File: config.mk
export PLATFORM = sky130hd
export DESIGN_NAME = relu_seq_ctrl
export DESIGN_NICKNAME = d
export VERILOG_FILES = /design/src/rtl/relu_ctrl_pkg.sv /design/src/rtl/relu_add.sv /design/src/rtl/relu_unit.sv /design/src/rtl/relu_seq_ctrl.sv
export SDC_FILE = /design/constraint.sdc
export NUM_CORES = 1
export LEC_CHECK = 0
export BUFFER_PORTS_ARGS = -buffer_cell sky130_fd_sc_hd__buf_2
export CAP_MARGIN = 20
export CORE_UTILIZATION = 50
export CTS_BUF_LIST = sky130_fd_sc_hd__clkbuf_8
export CTS_CLUSTER_SIZE = 12
export DETAILED_ROUTE_END_ITERATION = 10
export GPL_TIMING_DRIVEN = 0
export PLACE_DENSITY = 0.79
export SYNTH_ARGS = -nofsm -noshare
export SYNTH_HDL_FRONTEND = slang
export SYNTH_SLANG_ARGS = --single-unit
File: constraint.sdc
create_clock -name clk -period 2.6 [get_ports clk]
set_input_delay 0.78 -clock clk [delete_from_list [all_inputs] [get_ports clk]]
set_output_delay 0.78 -clock clk [all_outputs]
set_load 0.02 [all_outputs]
File: src/rtl/relu_ctrl_pkg.sv
// ----------------------------------------------------------------------------
// relu_ctrl_pkg
// Shared definitions for the ReLU sequencer slice.
//   - state_t       : controller states (IDLE, RUN, DRAIN, DONE)
//   - rectify()     : ReLU / bounded-ReLU on a zero-extended N-bit value
//   - *_DEFAULT     : default parameter values for the top level
// Optional build macro: RELU_CLAMP_EN (consumed by relu_unit, which passes
// the resulting clamp setting into rectify()).
// ----------------------------------------------------------------------------
package relu_ctrl_pkg;

    localparam int N_DEFAULT         = 8;
    localparam int CNT_W_DEFAULT     = 8;
    localparam int CLAMP_MAX_DEFAULT = 6;

    // Fixed working width for rectify(); callers zero-extend their N-bit
    // value into it and keep only the low N bits of the result.
    localparam int RECT_W = 32;

    typedef enum logic [1:0] {
        IDLE,
        RUN,
        DRAIN,
        DONE
    } state_t;

    // x carries an N-bit two's complement value in its low n bits with the
    // upper bits zero. Negative values rectify to zero; with clamping
    // enabled, non-negative values above clamp_max saturate to clamp_max.
    function automatic logic [RECT_W-1:0] rectify(
        input logic [RECT_W-1:0] x,
        input int                n,
        input logic              clamp_en,
        input logic [RECT_W-1:0] clamp_max
    );
        logic [RECT_W-1:0] r;
        r = x;
        if (x[n-1]) begin
            r = '0;
        end else if (clamp_en && (x > clamp_max)) begin
            r = clamp_max;
        end
        return r;
    endfunction

endpackage

File: src/rtl/relu_add.sv
// ----------------------------------------------------------------------------
// ADD
// Generic ripple adder shared across the datapath library.
// Ports:
//   A, B : W-bit addends
//   CI   : carry in
//   S    : W-bit sum
//   CO   : carry out
// ----------------------------------------------------------------------------
module ADD #(
    parameter int W = 8
) (
    input  logic [W-1:0] A,
    input  logic [W-1:0] B,
    input  logic         CI,
    output logic [W-1:0] S,
    output logic         CO
);

    assign {CO, S} = {1'b0, A} + {1'b0, B} + {{W{1'b0}}, CI};

endmodule

File: src/rtl/relu_unit.sv
// ----------------------------------------------------------------------------
// relu_unit
// Combinational share reconstruction plus rectification:
//   y = f((g + e) mod 2^N), f = ReLU, or bounded ReLU when RELU_CLAMP_EN
//   is defined (saturating at CLAMP_MAX).
// Ports:
//   g : N-bit garbler share
//   e : N-bit evaluator share
//   y : N-bit rectified result
// Optional build macro: RELU_CLAMP_EN
// N must be below 32 (the rectify working width).
// ----------------------------------------------------------------------------
module relu_unit
    import relu_ctrl_pkg::*;
#(
    parameter int N         = N_DEFAULT,
    parameter int CLAMP_MAX = CLAMP_MAX_DEFAULT
) (
    input  logic [N-1:0] g,
    input  logic [N-1:0] e,
    output logic [N-1:0] y
);

`ifdef RELU_CLAMP_EN
    localparam logic CLAMP_ON = 1'b1;
`else
    localparam logic CLAMP_ON = 1'b0;
`endif

    logic [N-1:0]        sum;
    logic                co_unused;
    logic [RECT_W-1:0]   rect_wide;
    logic [RECT_W-N-1:0] rect_hi_unused;

    // Modular share add: the carry out is deliberately dropped so the sum
    // wraps at 2^N.
    ADD #(.W(N)) u_add (
        .A  (g),
        .B  (e),
        .CI (1'b0),
        .S  (sum),
        .CO (co_unused)
    );

    always_comb begin
        rect_wide = rectify(RECT_W'(sum), N, CLAMP_ON, RECT_W'(CLAMP_MAX));
    end

    assign {rect_hi_unused, y} = rect_wide;

endmodule

File: src/rtl/relu_seq_ctrl.sv
// ----------------------------------------------------------------------------
// relu_seq_ctrl
// Streams a vector of len secret-shared elements through relu_unit, one
// element per accepted beat, and signals completion.
// Ports:
//   clk, rst          : clock, synchronous active-high reset
//   start, len        : begin a vector of len elements (sampled in IDLE)
//   g_input, e_input  : shares of the current element
//   in_valid/in_ready : input handshake
//   o, out_valid      : registered rectified result
//   out_ready         : downstream accepts o
//   busy              : controller not idle
//   done              : one-cycle pulse after the last result is consumed
//   elem_idx          : index of the element currently held in o
// Optional build macro: RELU_CLAMP_EN (bounded ReLU in relu_unit)
// ----------------------------------------------------------------------------
module relu_seq_ctrl
    import relu_ctrl_pkg::*;
#(
    parameter int N         = N_DEFAULT,
    parameter int CNT_W     = CNT_W_DEFAULT,
    parameter int CLAMP_MAX = CLAMP_MAX_DEFAULT
) (
    input  logic             clk,
    input  logic             rst,
    input  logic             start,
    input  logic [CNT_W-1:0] len,
    input  logic [N-1:0]     g_input,
    input  logic [N-1:0]     e_input,
    input  logic             in_valid,
    output logic             in_ready,
    output logic [N-1:0]     o,
    output logic             out_valid,
    input  logic             out_ready,
    output logic             busy,
    output logic             done,
    output logic [CNT_W-1:0] elem_idx
);

    state_t           state;
    state_t           state_next;
    logic [CNT_W-1:0] remaining;
    logic [CNT_W-1:0] accept_cnt;
    logic [N-1:0]     rect_value;
    logic             accept;
    logic             consume;

    relu_unit #(
        .N         (N),
        .CLAMP_MAX (CLAMP_MAX)
    ) u_relu (
        .g (g_input),
        .e (e_input),
        .y (rect_value)
    );

    // Next-state and handshake decode. in_ready allows a new element
    // whenever the output register is empty or is being drained this same
    // cycle, which gives bubble-free streaming under out_ready=1.
    always_comb begin
        state_next = state;
        in_ready   = 1'b0;
        busy       = (state != IDLE);
        done       = 1'b0;
        case (state)
            IDLE: begin
                if (start) begin
                    state_next = (len == '0) ? DONE : RUN;
                end
            end
            RUN: begin
                in_ready = (remaining != '0) && (!out_valid || out_ready);
                if (in_valid && in_ready && (remaining == CNT_W'(1))) begin
                    state_next = DRAIN;
                end
            end
            DRAIN: begin
                if (out_valid && out_ready) begin
                    state_next = DONE;
                end
            end
            DONE: begin
                done       = 1'b1;
                state_next = IDLE;
            end
            default: begin
                state_next = IDLE;
            end
        endcase
    end

    assign accept  = in_valid && in_ready;
    assign consume = out_valid && out_ready;

    always_ff @(posedge clk) begin
        if (rst) begin
            state <= IDLE;
        end else begin
            state <= state_next;
        end
    end

    // Counters and output register. An accept always wins over a consume so
    // a coinciding pair replaces the held value without dropping out_valid.
    always_ff @(posedge clk) begin
        if (rst) begin
            remaining  <= '0;
            accept_cnt <= '0;
            o          <= '0;
            out_valid  <= 1'b0;
            elem_idx   <= '0;
        end else begin
            if ((state == IDLE) && start) begin
                remaining  <= len;
                accept_cnt <= '0;
            end
            if (accept) begin
                o          <= rect_value;
                out_valid  <= 1'b1;
                elem_idx   <= accept_cnt;
                accept_cnt <= accept_cnt + CNT_W'(1);
                remaining  <= remaining - CNT_W'(1);
            end else if (consume || (state == DONE)) begin
                out_valid  <= 1'b0;
            end
        end
    end

endmodule

==> impl_metrics.ini <==
[pwr]
p_total_mw = 1.891
power_switching_uw = 704.3
clockPowerShare_pct = 25.0
vdd_drop_max_mv = 0.4177
power.internal_mw = 1.186
power_frac_comb_pct = 40.0
leakage_nw = 1.017
power_frac_seq_pct = 35.0
p_sw_share_pct = 37.25
p_per_area_nw_per_um2 = 791.2

[global_routing]
met3_usage_pct = 4.754
grt_max_degree = 12
grt_use_met2_pct = 35.03
met1_usage_pct = 27.71
top_usage_layer = met2
grt_pass1_vias = 1643
antenna_found_initial = 0
grt-ovfl-total = 0
grt_first_pass_wirelength_um = 7182
grt_usage_pct = 21.77

[routing]
via_count = 1892
wl_per_cell_um = 13.12
vias_per_cell = 5.598
wirelength_um = 4433
drc = 0
drt_iter0_drc = 83
ant_nets = 0
drt_pass1_iterations = 4

[clock_network]
cts_tree = built
cts_resized = 0
clockBufferDepth = 2
cts_root_buffer = clkbuf_8
post_cts_buffers = 0
h-tree-depth = 2
numCtsBuffers = 5
cts_sinks = 34
clk_latency_ns = 0.29
hold_buffers = 0
path_clk_slew_ns = 0.07

[floorplan]
die_h_um = 65
die_w_um = 65
initial_core_util_pct = 53.01
rows = 22
dieArea_um2 = 4225
pin_count = 49
coreArea_um2 = 3744

[worst_setup_path]
cp_max_fo = 6
r2r_start = remaining[0]
worstReg2RegEnd = accept_cnt[0]
r2r_slack_ns = 0.38
rr_worst_depth = 9
cp_data_required_time_ns = 1.82
cp-start-kind = flop
worst_ep_arrival_time_ns = 1.73
end_kind = output pin
worstSetupPathType = reg2out

[yosys]
yosysSeqAreaShare_pct = 34.30
async_flop_share_pct = 0
syn_avg_cell_area_um2 = 8.408
syn_inst = 236
synth_nets = 281
synth_ff_type = dfxtp_1
ys_warn_count = 0
synth_seq_cells = 34
syn_area_um2 = 1984
synth_cell_types = 52
synth_edf_count = 0

[finish]
syn_to_final_growth_pct = 20.43
layout-drive-gt1-share_pct = 24.14
fillers = 340
finalInstanceArea_um2 = 2390
finalNetCount = 334
antenna_cells = 0
layoutNonFillerInstCount = 338

[placed_design]
placed_cell_area_um2 = 2280
placed_cells = 331
port_buffers = 47
post-place-ws_ns = -0.02312
place.gp.congestion = 0.8314
dpl.hpwl_um = 3215

[hold_path]
hold-path-endpoint = elem_idx[5]
worstHoldStart = elem_idx[5]
timing.hold.worst.class = reg2reg
min_delay_path_depth = 2

[flow_run]
maxCapViolCount = 0

[sta]
drv_slew = 0
setup_ws_ns = 0.09183
setup_viol = 0
hold_violations = 0
rsz0062_at_grt = no
slew_headroom_pct = 60.35
max_freq_ghz = 0.3987
skew_ns = 0.003510
min_period_over_period_pct = 96.47
tightestPinTransition_ns = 0.5905
period_minus_slack_ns = 2.508

[run_status]
status = finished clean
logic make-up after synthesis:
family / Yosys count / share of synthesized area (%)
mux: 1 / 0.5044
compound gates: 68 / 23.33
xor+xnor: 5 / 2.207
simple gates: 89 / 23.83
flops: 34 / 34.30
fa+ha+maj: 16 / 10.47
buf+inv: 22 / 5.170
other cells: 1 / 0.1890
sequential cells by signal, summed over array words and instances, names as in the netlist:
name        count
remaining       8
elem_idx        8
accept_cnt      8
out_valid       1
state           2
o               7
how the worst max path moves through the flow:
stage	to	depth (start not counted)	startpoint
floorplan	remaining[7]	6	out_ready
global placement	o[2]	7	g_input[1]
detailed placement	o[6]	7	g_input[1]
CTS	in_ready	6	remaining[0]
global route	in_ready	5	remaining[0]
finish	in_ready	5	remaining[0]
metal layers:
metal | up-vias | routed length [µm]
met5 | - | 0
met4 | 0 | 87
met3 | 12 | 195
met2 | 40 | 1965
met1 | 861 | 2185
li1 | 979 | -
stage by stage:
stage / utilization [%] / TNS (ns) / hold WS (ns)
finish: 63.84 / 0 / 0.4524
detailed placement: 60.90 / -0.03700 / 0.4445
CTS: 63.80 / 0 / 0.4536
global route: 63.84 / 0 / 0.4778
global placement: 60.90 / -0.009122 / 0.4408
floorplan: - / 0 / 0.4540
worst max-delay path, stage by stage (launching register included):
cell and delay (ns):
dfxtp_1 0.36, inv_1 0.08, ha_2 0.21, or3b_4 0.42
o211a_1 0.22, buf_2 0.15
layout make-up:
class                      count  area (µm²)  area share, %
buffer                        12       65.06          2.723
timing repair buffer          47       235.2          9.843
multi-input combinational    180        1206          50.47
tap                           48       60.06          2.513
clock buffer                   5       68.82          2.880
sequential                    34       680.7          28.48
inverter                       9       33.78          1.414
clock inverter                 3       40.04          1.675
Yosys cell counts (5+ instances only):
cell,count,area share (%)
a31oi_1,5,1.6
nand3_1,7,1.8
nand3b_1,9,3.4
inv_1,9,1.7
o31ai_1,5,1.9
ha_1,15,9.5
a21oi_1,20,5.0
clkbuf_1,6,1.1
nand2_1,29,5.5
a211oi_1,9,3.4
o21ai_0,6,1.5
nor2_1,14,2.6
dfxtp_1,34,34
power by group through the flow:
stage	clock, mW	combinational (mW)	sequential (mW)
2_1_floorplan	0	0.555	0.668
3_3_place_gp	0	0.730	0.665
3_5_place_dp	0	0.733	0.668
4_1_cts	0.476	0.742	0.658
5_1_grt	0.505	0.830	0.670
6_report	0.473	0.756	0.662
cell usage in the layout (no fill, tap or decap), types with 4 or more instances in the layout:
cell / count
o41ai_1: 4
o31ai_1: 5
nand2_1: 29
a211oi_1: 9
inv_1: 9
o21ai_0: 6
buf_2: 51
clkbuf_8: 5
ha_1: 14
nand3b_1: 9
nand3_1: 7
clkbuf_1: 5
nor2_1: 14
dfxtp_1: 34
or3_1: 4
and3_1: 4
a31oi_1: 5
a21oi_1: 20
(Power assumes the default switching activity.)
